==> src/rtl/demux_pkg.sv <==
// rtl/demux_pkg.sv - shared default widths and select-width helper for the registered 1-to-N demux
package demux_pkg;

  localparam int DEMUX_DATA_W_DEF     = 8;
  localparam int DEMUX_NUM_OUT_DEF    = 4;
  localparam int DEMUX_DROP_CNT_W_DEF = 8;

  // clog2 that never returns less than 1, so a select port always exists.
  function automatic int clog2_min1(input int n);
    int r;
    r = 0;
    for (int i = 0; i < 31; i++) begin
      if ((1 << i) < n) r = i + 1;
    end
    return (r < 1) ? 1 : r;
  endfunction

endpackage

==> src/rtl/demux_out_slot.sv <==
// rtl/demux_out_slot.sv - one-entry output slot with valid/ready handshake and pass-through free flag
//   clk, rst       : clock, async active-high reset (empties slot, clears data)
//   load, data_in  : capture data_in into the slot at the next edge
//   y_valid/y_data : slot contents toward the consumer
//   y_ready        : consumer accept
//   free           : slot can take a new beat this cycle (empty, or draining now)
module demux_out_slot
  import demux_pkg::*;
#(
  parameter int DATA_W = DEMUX_DATA_W_DEF
) (
  input  logic              clk,
  input  logic              rst,
  input  logic              load,
  input  logic [DATA_W-1:0] data_in,
  input  logic              y_ready,
  output logic              y_valid,
  output logic [DATA_W-1:0] y_data,
  output logic              free
);

  logic              valid_q, valid_d;
  logic [DATA_W-1:0] data_q, data_d;

  // A load wins over a drain so a slot emptied and refilled in one cycle stays valid.
  always_comb begin
    valid_d = valid_q;
    data_d  = data_q;
    if (load) begin
      valid_d = 1'b1;
      data_d  = data_in;
    end else if (valid_q && y_ready) begin
      valid_d = 1'b0;
    end
  end

  always_ff @(posedge clk or posedge rst) begin
    if (rst) begin
      valid_q <= 1'b0;
      data_q  <= '0;
    end else begin
      valid_q <= valid_d;
      data_q  <= data_d;
    end
  end

  assign y_valid = valid_q;
  assign y_data  = data_q;
  assign free    = !valid_q || y_ready;

endmodule

==> src/rtl/demux_1ton_reg.sv <==
// rtl/demux_1ton_reg.sv - registered 1-to-N demux with unicast, broadcast and out-of-range drop counting
//   clk, rst            : clock, async active-high reset
//   in_data/in_valid    : input beat; in_ready accepts it
//   sel, bcast          : target channel / copy-to-all, sampled with the beat
//   y_data/y_valid      : per-channel slot outputs, channel i at [i*DATA_W +: DATA_W]
//   y_ready             : per-channel consumer accept
//   drop_cnt            : saturating count of beats dropped for sel >= NUM_OUT
module demux_1ton_reg
  import demux_pkg::*;
#(
  parameter int  DATA_W     = DEMUX_DATA_W_DEF,
  parameter int  NUM_OUT    = DEMUX_NUM_OUT_DEF,
  parameter int  DROP_CNT_W = DEMUX_DROP_CNT_W_DEF,
  localparam int SEL_W      = clog2_min1(NUM_OUT)
) (
  input  logic                      clk,
  input  logic                      rst,
  input  logic [DATA_W-1:0]         in_data,
  input  logic                      in_valid,
  output logic                      in_ready,
  input  logic [SEL_W-1:0]          sel,
  input  logic                      bcast,
  output logic [NUM_OUT*DATA_W-1:0] y_data,
  output logic [NUM_OUT-1:0]        y_valid,
  input  logic [NUM_OUT-1:0]        y_ready,
  output logic [DROP_CNT_W-1:0]     drop_cnt
);

  // One extra bit so NUM_OUT itself is representable when it is a power of two.
  localparam logic [SEL_W:0] NUM_OUT_V = (SEL_W + 1)'(NUM_OUT);

  logic [NUM_OUT-1:0]    sel_hit;
  logic [NUM_OUT-1:0]    free;
  logic [NUM_OUT-1:0]    load;
  logic                  in_range;
  logic                  xfer;
  logic [DROP_CNT_W-1:0] drop_q, drop_d;

  // One-hot decode; all zeros when sel is out of range.
  always_comb begin
    sel_hit = '0;
    for (int i = 0; i < NUM_OUT; i++) begin
      sel_hit[i] = (sel == SEL_W'(i));
    end
  end

  assign in_range = ({1'b0, sel} < NUM_OUT_V);

  // Out-of-range beats are always swallowed so a bad sel cannot stall the producer.
  always_comb begin
    in_ready = 1'b0;
    if (!rst) begin
      if (bcast)         in_ready = &free;
      else if (in_range) in_ready = |(sel_hit & free);
      else               in_ready = 1'b1;
    end
  end

  assign xfer = in_valid && in_ready;
  assign load = !xfer ? '0 : (bcast ? '1 : sel_hit);

  always_comb begin
    drop_d = drop_q;
    if (xfer && !bcast && !in_range && (drop_q != {DROP_CNT_W{1'b1}})) begin
      drop_d = drop_q + 1'b1;
    end
  end

  always_ff @(posedge clk or posedge rst) begin
    if (rst) drop_q <= '0;
    else     drop_q <= drop_d;
  end

  assign drop_cnt = drop_q;

  for (genvar g = 0; g < NUM_OUT; g++) begin : g_slot
    demux_out_slot #(
      .DATA_W (DATA_W)
    ) u_slot (
      .clk     (clk),
      .rst     (rst),
      .load    (load[g]),
      .data_in (in_data),
      .y_ready (y_ready[g]),
      .y_valid (y_valid[g]),
      .y_data  (y_data[g*DATA_W +: DATA_W]),
      .free    (free[g])
    );
  end

endmodule

==> config.mk <==
export PLATFORM = sky130hd
export DESIGN_NAME = demux_1ton_reg
export DESIGN_NICKNAME = d
export VERILOG_FILES = /design/src/rtl/demux_pkg.sv /design/src/rtl/demux_out_slot.sv /design/src/rtl/demux_1ton_reg.sv
export SDC_FILE = /design/constraint.sdc
export NUM_CORES = 1
export LEC_CHECK = 0
export ABC_AREA = 1
export ABC_CLOCK_PERIOD_IN_PS = 1700
export BUFFER_PORTS_ARGS = -buffer_cell sky130_fd_sc_hd__buf_2
export CAP_MARGIN = 20
export CELL_PAD_IN_SITES_DETAIL_PLACEMENT = 0
export CELL_PAD_IN_SITES_GLOBAL_PLACEMENT = 1
export CORE_ASPECT_RATIO = 1.1
export CORE_MARGIN = 2
export CORE_UTILIZATION = 32
export DETAILED_ROUTE_END_ITERATION = 8
export GPL_ROUTABILITY_DRIVEN = 1
export HOLD_SLACK_MARGIN = 0.12
export PLACE_DENSITY_LB_ADDON = 0.3
export SLEW_MARGIN = 10
export SYNTH_ARGS = -nofsm -noshare
export SYNTH_HDL_FRONTEND = slang
export SYNTH_SLANG_ARGS = --single-unit
==> constraint.sdc <==
create_clock -name clk -period 1.7 [get_ports clk]
set_input_delay 0.17 -clock clk [delete_from_list [all_inputs] [get_ports clk]]
set_output_delay 0.17 -clock clk [all_outputs]
set_load 0.01 [all_outputs]
==> load_flow_metrics.sql, run 1 <==
INSERT INTO impl_metrics (metric_group, metric, value, unit) VALUES
('run_status', 'run_status', 'completed', ''),
('global_route', 'grt_max_degree', '37', ''),
('routing', 'detailroute.via_count', '1581', ''),
('routing', 'dr.first_iter.drc_count', '132', ''),
('power', 'combPwrFrac', '28.9', '%'),
('sta', 'fmax', '637', 'MHz'),
('sta', 'skew', '8.70', 'ps'),
('placement', 'port_buffers', '54', ''),
('clock_tree', 'cts_tree', 'done', ''),
('global_route', 'grt_first_pass_wirelength', '7.16', 'mm'),
('die', 'die_w', '74.6', 'um'),
('routing', 'remaining_drc_errors', '0', ''),
('die', 'fp.dieArea', '6090', 'um2'),
('clock_tree', 'clkSlewWorstSetupHoldPaths', '80', 'ps'),
('placement', 'detailedPlacementHpwl', '3.21', 'mm'),
('global_route', 'grt.total_usage', '16.0', '%'),
('power', 'seqPwrFrac', '46.2', '%'),
('routing', 'detailedRoute.firstPassIterationCount', '4', ''),
('sta', 'setup_viol', '0', ''),
('worst_setup_path', 'cp_max_fo', '3', ''),
('sta', 'hold_viol_final', '0', ''),
('logic_synthesis', 'netlist-cell-type-count', '21', ''),
('die', 'placement_rows', '28', ''),
('logic_synthesis', 'ys_warn_count', '0', ''),
('die', 'boundary_pins', '63', ''),
('worst_setup_path', 'cpPeakStageDelay', '390', 'ps'),
('logic_synthesis', 'ys_ff_latch', '36', ''),
('final_layout', 'antenna_cells_inserted', '0', ''),
('power', 'internal_pwr_total', '1.68', 'mW'),
('power', 'p_sw_share', '33.6', '%'),
('worst_setup_path', 'worstPathArrival', '1400', 'ps'),
('worst_setup_path', 'r2r_cells', '8', ''),
('logic_synthesis', 'postSynthCellCount', '200', ''),
('worst_setup_path', 'worstReg2RegStart', 'g_slot[3].u_slot.y_valid', ''),
('final_layout', 'fill_cells', '607', ''),
('clock_tree', 'clock_insertion_delay_worst_skew', '290', 'ps'),
('min_path', 'path_type_of_the_worst_min_delay_path', 'in -> reg', ''),
('die', 'start_util', '32.9', '%'),
('logic_synthesis', 'synth_area_leaders', 'sky130_fd_sc_hd__dfrtp_1 51%, sky130_fd_sc_hd__nand2_1 17%, sky130_fd_sc_hd__nand4_1 11%', ''),
('global_route', 'first_global_vias', '1414', ''),
('min_path', 'min-delay-start', 'y_ready[1]', ''),
('flow_run', 'max-cap-violations', '0', ''),
('worst_setup_path', 'critical_path_s_most_frequent_cell', 'sky130_fd_sc_hd__nand2_2', ''),
('routing', 'detail_route.wl_per_cell', '13.6', 'um'),
('clock_tree', 'cts_max_path_buffers', '2', ''),
('sta', 'fin_tns_setup', '0', 'ps'),
('clock_tree', 'htreeDepth', '2', ''),
('global_route', 'antenna_found_initial', '0', ''),
('power', 'vdd.ir_drop.worst', '0.617', 'mV'),
('power', 'power_per_cell_area', '1130', 'nW/um2'),
('global_route', 'gr-total-overflow', '0', ''),
('worst_setup_path', 'worstSetupEndpointType', 'output port', ''),
('die', 'core_region_area', '5330', 'um2'),
('clock_tree', 'cts_num_sinks', '36', ''),
('worst_setup_path', 'timing.critical_path.from_type', 'register', ''),
('clock_tree', 'cts_inserted_buffers', '5', ''),
('sta', 'grt_setup_unrepaired', 'false', ''),
('worst_setup_path', 'reg_to_reg_end', 'g_slot[2].u_slot.y_data[2]', ''),
('min_path', 'timing.hold.worst_endpoint', 'g_slot[1].u_slot.y_valid', ''),
('worst_setup_path', 'worst-setup-path-type', 'reg -> out', ''),
('power', 'power_switching', '0.846', 'mW'),
('logic_synthesis', 'synth_area_leader_cell', 'sky130_fd_sc_hd__dfrtp_1', ''),
('logic_synthesis', 'seq_area_frac_synth', '51.4', '%'),
('routing', 'vias_per_cell', '4.66', ''),
('final_layout', 'final_layout_size_suffix_gt1_share', '36.7', '%'),
('sta', 'slew_viol_final', '0', ''),
('routing', 'postRouteAntennaNets', '0', ''),
('die', 'height_of_the_die', '81.7', 'um'),
('final_layout', 'area.growth.synth_to_final', '27.0', '%'),
('routing', 'postRouteWirelength', '4.62', 'mm'),
('worst_setup_path', 'critical_path.cell_chain', 'nand2_2, nand2_2, o21ai_1, nand2_1, nor2_4, buf_6, buf_2', '');
## worst max path at each step
stage | from | endpoint | depth (start not counted)
2_1_floorplan | rst | g_slot[3].u_slot.y_data[3] | 6
4_1_cts | g_slot[3].u_slot.y_valid | in_ready | 7
3_3_place_gp | g_slot[2].u_slot.y_valid | g_slot[2].u_slot.y_data[4] | 8
6_report | g_slot[3].u_slot.y_valid | in_ready | 7
5_1_grt | g_slot[3].u_slot.y_valid | g_slot[2].u_slot.y_data[4] | 8
3_5_place_dp | g_slot[2].u_slot.y_valid | g_slot[2].u_slot.y_data[7] | 8
## critical path: cells and delay by family (launching register included)
kind	cells	cell delay [ps]
AOI/OAI and AO/OA	1	120
buffers and inverters	2	220
DFF	1	390
and+or+nand+nor	4	390
## logic make-up (layout without fill, tap and decap cells)
family                 Yosys count  in the layout  share of synthesized area [%]
buffers and inverters           29             86                           10.7
AND/OR/NAND/NOR                130            130                           36.2
flip-flops                      36             36                           51.4
AO/OA/AOI/OAI                    4              4                           1.57
other                            1              8                          0.214
## layout by cell type (no fill, tap or decap), types with 3 or more instances in the layout
cell and instances:
sky130_fd_sc_hd__nand4_2 4, sky130_fd_sc_hd__nor2_2 3, sky130_fd_sc_hd__dfrtp_1 36, sky130_fd_sc_hd__nor2_1 3, sky130_fd_sc_hd__conb_1 8, sky130_fd_sc_hd__buf_2 54
sky130_fd_sc_hd__inv_1 5, sky130_fd_sc_hd__nand2_1 77, sky130_fd_sc_hd__nand4_1 32, sky130_fd_sc_hd__buf_4 12, sky130_fd_sc_hd__clkbuf_8 6, sky130_fd_sc_hd__nand2_2 7
## per-layer routing
metal	wire, um	track usage (%)	vias up
li1	-	-	779
met1	2150	24.1	719
met2	1970	22.0	75
met3	438	4.29	8
met4	56	5.54	0
met5	0	0	-
## stage by stage
step                      std cells  total power [mW]  util (%)  worst slack [ps]
after detailed placement        326              1.90      39.1               126
after CTS                       337              2.55      41.5              32.4
after floorplan                 207              1.60         -               294
after global placement          326              1.89      39.1               146
after global routing            339              2.71      41.8              1.51
final                           339              2.52      41.8               131
## final cells by class
cell class | count | area [um2] | area share, %
Sequential cell | 36 | 901 | 40.4
Timing Repair Buffer | 69 | 402 | 18.0
Clock inverter | 2 | 10.0 | 0.449
Tap cell | 75 | 93.8 | 4.21
Clock buffer | 6 | 82.6 | 3.71
Multi-Input combinational cell | 142 | 702 | 31.5
Inverter | 9 | 37.5 | 1.68
## timing repair
action	4_1_cts	5_1_grt
setup buffers	2	2
cloned	0	0
resized for setup	4	2
pin swaps	2	6
hold buffers	1	0
endpoints found under the setup margin	1	3
hold endpoints to repair	36	0
## sequential cells by signal, indices dropped and copies added (netlist names)
name	count
g_slot.u_slot.y_valid	4
g_slot.u_slot.y_data	32
## power groups by stage
stage / Sequential [mW] / Clock [mW] / Combinational (mW)
after floorplan: 1.27 / 0 / 0.329
after global placement: 1.19 / 0 / 0.706
after detailed placement: 1.18 / 0 / 0.715
after CTS: 1.17 / 0.644 / 0.733
after global routing: 1.19 / 0.696 / 0.820
final: 1.17 / 0.628 / 0.728
## cells in the mapped netlist, drive strengths merged
cell type,count
a21oi,1
buf,19
clkbuf,1
clkinv,1
conb,1
dfrtp,36
inv,8
nand2,84
nand3,3
nand4,36
nor2,7
o21ai,3
No activity file was read; power rests on OpenSTA's default activity.
==> inputs of run 2 (changes only) <==
--- a/config.mk
+++ b/config.mk
@@ -5,7 +5,6 @@
 export SDC_FILE = /design/constraint.sdc
 export NUM_CORES = 1
 export LEC_CHECK = 0
-export ABC_AREA = 1
 export ABC_CLOCK_PERIOD_IN_PS = 1700
 export BUFFER_PORTS_ARGS = -buffer_cell sky130_fd_sc_hd__buf_2
 export CAP_MARGIN = 20
@@ -13,7 +12,7 @@
 export CELL_PAD_IN_SITES_GLOBAL_PLACEMENT = 1
 export CORE_ASPECT_RATIO = 1.1
 export CORE_MARGIN = 2
-export CORE_UTILIZATION = 32
+export CORE_UTILIZATION = 35
 export DETAILED_ROUTE_END_ITERATION = 8
 export GPL_ROUTABILITY_DRIVEN = 1
 export HOLD_SLACK_MARGIN = 0.12
==> run 2 against run 1 <==
- the run now ends with setup timing left
- total power up 9.1%
- flip-flop and latch count unchanged
- global-route usage down 1.7 points
- clock skew decreased by 7.2 ps
- via count is 30% lower
- sequential power hardly changed
- non-clock buffer count is 4 higher
- setup slack worse by 340 ps
- sequential share of layout area shrank 1.7 points
- cell count decreased by 29%
- area after synthesis decreased by 2.9%
- synthesized cell count is 46% lower
==> load_flow_metrics.sql, run 2 <==
INSERT INTO impl_metrics (metric_group, metric, value, unit) VALUES
('global_route', 'first_global_vias', '1188', ''),
('logic_synthesis', 'synth_area_leaders', 'sky130_fd_sc_hd__dfrtp_1 53%, sky130_fd_sc_hd__mux2_4 21%, sky130_fd_sc_hd__buf_4 5.3%', ''),
('final_layout', 'antenna_cells_inserted', '0', ''),
('logic_synthesis', 'area_fraction_of_the_dominant_cell_type_after_synthesis', '52.9', '%'),
('power', 'power_per_cell_area', '1180', 'nW/um2'),
('worst_setup_path', 'setup.worst_path.start', 'g_slot[3].u_slot.y_valid', ''),
('die', 'height_of_the_die', '77.2', 'um'),
('global_route', 'antenna_found_initial', '0', ''),
('worst_setup_path', 'worstSetupEndpointType', 'register', ''),
('routing', 'postRouteWirelength', '3.56', 'mm'),
('logic_synthesis', 'syn-cell-area', '1700', 'um2'),
('clock_tree', 'clock_insertion_delay_worst_skew', '280', 'ps'),
('routing', 'detailedRoute.firstPassIterationCount', '4', ''),
('global_route', 'grt_max_degree', '37', ''),
('clock_tree', 'cts_max_path_buffers', '2', ''),
('global_route', 'grt.total_usage', '14.3', '%'),
('sta', 'fmax', '524', 'MHz'),
('worst_setup_path', 'worstPathArrival', '2080', 'ps'),
('routing', 'detailroute.via_count', '1106', ''),
('die', 'placement_rows', '26', ''),
('sta', 'slew_viol_final', '0', ''),
('logic_synthesis', 'postSynthAreaPerCell', '15.6', 'um2'),
('global_route', 'met2_usage', '22.6', '%'),
('global_route', 'grt_first_pass_wirelength', '6.07', 'mm'),
('final_layout', 'final_layout_size_suffix_gt1_share', '67.4', '%'),
('die', 'boundary_pins', '63', ''),
('sta', 'layout_setup_ws', '-210', 'ps'),
('clock_tree', 'cts_num_sinks', '36', ''),
('final_layout', 'layout.cells.most_common', 'sky130_fd_sc_hd__buf_2', ''),
('logic_synthesis', 'postSynthCellCount', '109', ''),
('logic_synthesis', 'ys_warn_count', '0', ''),
('worst_setup_path', 'cp_max_fo', '6', ''),
('flow_run', 'max-cap-violations', '0', ''),
('power', 'vdd.ir_drop.worst', '0.680', 'mV'),
('final_layout', 'multi_input_area', '761', 'um2'),
('logic_synthesis', 'synth_enable_flop_cells', '0', ''),
('logic_synthesis', 'synthMostInstantiatedCell', 'sky130_fd_sc_hd__dfrtp_1', ''),
('clock_tree', 'clkSlewWorstSetupHoldPaths', '70', 'ps'),
('power', 'power.total', '2.75', 'mW'),
('min_path', 'path_type_of_the_worst_min_delay_path', 'in -> reg', ''),
('clock_tree', 'htreeDepth', '2', ''),
('logic_synthesis', 'netlist_top_cells_count', '36 x sky130_fd_sc_hd__dfrtp_1, 24 x sky130_fd_sc_hd__mux2_4, 12 x sky130_fd_sc_hd__buf_4', ''),
('logic_synthesis', 'synth_async_sr_flop_share', '100', '%'),
('global_route', 'busiest_layer', 'met2', ''),
('sta', 'period_minus_slack', '1910', 'ps'),
('min_path', 'hold_path_depth', '2', ''),
('run_status', 'run_status', 'complete, but fails checks', ''),
('routing', 'postRouteAntennaNets', '0', ''),
('clock_tree', 'cts_root_buf', 'sky130_fd_sc_hd__clkbuf_8', ''),
('final_layout', 'final-seq-area', '901', 'um2'),
('worst_setup_path', 'r2r_cells', '5', ''),
('worst_setup_path', 'timing.critical_path.from_type', 'register', ''),
('final_layout', 'finish.net_count', '201', ''),
('routing', 'vias_per_cell', '4.61', ''),
('routing', 'remaining_drc_errors', '0', ''),
('die', 'die_w', '70.5', 'um'),
('global_route', 'gr-total-overflow', '0', ''),
('placement', 'preCtsSetupSlack', '-222', 'ps'),
('clock_tree', 'cts_inserted_buffers', '5', ''),
('run_status', 'failed_checks', 'setup timing', ''),
('placement', 'detailedPlacementHpwl', '2.64', 'mm'),
('final_layout', 'mostFrequentLayoutCells', '54 x sky130_fd_sc_hd__buf_2, 36 x sky130_fd_sc_hd__dfrtp_1, 32 x sky130_fd_sc_hd__mux2_4, 8 x sky130_fd_sc_hd__conb_1, 8 x sky130_fd_sc_hd__buf_4', ''),
('die', 'start_util', '36.6', '%'),
('routing', 'dr.first_iter.drc_count', '30', ''),
('logic_synthesis', 'seq_area_frac_synth', '52.9', '%'),
('clock_tree', 'cts_tree', 'done', ''),
('logic_synthesis', 'netlist-cell-type-count', '17', ''),
('worst_setup_path', 'worstReg2RegStart', 'g_slot[3].u_slot.y_valid', ''),
('sta', 'grt_setup_unrepaired', 'true', ''),
('worst_setup_path', 'worst_ep_required_time', '1870', 'ps'),
('worst_setup_path', 'worst-setup-path-type', 'reg -> reg', ''),
('power', 'leakagePower', '1.25', 'nW'),
('global_route', 'globalRouteMet3Util', '4.20', '%'),
('sta', 'skew', '1.51', 'ps'),
('logic_synthesis', 'synthFlopType', 'sky130_fd_sc_hd__dfrtp_1', ''),
('sta', 'hold_viol_final', '0', ''),
('final_layout', 'largest_register_ff_count', '32', ''),
('die', 'fp.dieArea', '5440', 'um2'),
('placement', 'gp_congestion', '0.731', ''),
('min_path', 'min-delay-start', 'in_data[3]', ''),
('die', 'core_region_area', '4650', 'um2'),
('final_layout', 'area.growth.synth_to_final', '36.4', '%'),
('global_route', 'grt_use_met1', '19.0', '%'),
('routing', 'detail_route.wl_per_cell', '14.8', 'um'),
('final_layout', 'fill_cells', '420', ''),
('sta', 'period_share', '112', '%'),
('logic_synthesis', 'synth_area_leader_cell', 'sky130_fd_sc_hd__dfrtp_1', ''),
('placement', 'port_buffers', '54', ''),
('sta', 'setup_viol', '35', ''),
('logic_synthesis', 'ys_ff_latch', '36', '');
==> run 2: changes by cell type after synthesis, sizes merged, moves of 6 or more <==
cell	delta
mux2	+32
buf	-6
nand2b	+7
inv	-6
nand2	-80
nand4	-36
==> run 2: area by class of cell <==
cell class	count	share of cell area, %
Sequential cell	36	38.8
Multi-Input combinational cell	65	32.7
Timing Repair Buffer	73	21.0
Clock buffer	6	3.55
Tap cell	56	3.02
Clock inverter	2	0.592
Inverter	2	0.323
==> run 2: critical path: stages, from the launching register on <==
cell and delay [ps]:
sky130_fd_sc_hd__dfrtp_1 390, sky130_fd_sc_hd__nand2b_4 60, sky130_fd_sc_hd__mux4_2 610, sky130_fd_sc_hd__o211ai_4 270, sky130_fd_sc_hd__buf_12 170, sky130_fd_sc_hd__mux2_4 300
==> run 2: worst paths after layout <==
| path | to | slack [ps] |
|---|---|---|
| min in group asynchronous | g_slot[1].u_slot.y_valid | 540 |
| worst max-delay path | g_slot[3].u_slot.y_data[3] | -210 |
| worst min-delay path | g_slot[1].u_slot.y_data[3] | 160 |
| worst max register to register | g_slot[3].u_slot.y_data[3] | -210 |
| max in group asynchronous | g_slot[0].u_slot.y_data[7] | 840 |
| worst min register to register | g_slot[3].u_slot.y_data[3] | 510 |
==> run 2: stage by stage <==
stage               util [%]  instance area (um2)  setup TNS [ps]  std cells  hold slack [ps]
floorplan                  -                 1740           -4450        116              319
global placement        46.3                 2160           -4750        229              309
detailed placement      46.3                 2160           -5420        229              328
CTS                     49.7                 2310           -6340        239              153
global route            49.9                 2320           -7980        240              155
finish                  49.9                 2320           -6110        240              164
==> run 2: what timing repair did <==
action,in CTS,in global routing
buffers inserted,1,2
setup endpoints to repair,33,35
endpoints found under the hold margin,36,0
pin swaps,1,0
gates resized for setup,12,3
hold buffers,1,0
==> run 2: layer usage <==
metal	share of wire, %	up-vias	wire (um)
met5	0	-	0
met4	1.1	0	40
met3	6.1	5	216
met2	48	40	1720
met1	44	557	1570
li1	-	504	-
==> run 2: cell families (layout without fill, tap and decap cells) <==
logic type	Yosys count	count (layout)	synth area share, %
other	1	8	0.220
DFF	36	36	52.9
AOI/OAI and AO/OA	10	10	7.05
muxes	33	33	27.8
and+or+nand+nor	14	14	6.03
buffers and inverters	15	83	6.03
==> run 2: power breakdown <==
part | internal (mW) | switching (mW)
clock | 0.331 | 0.308
sequential | 1.08 | 0.127
combinational | 0.530 | 0.377
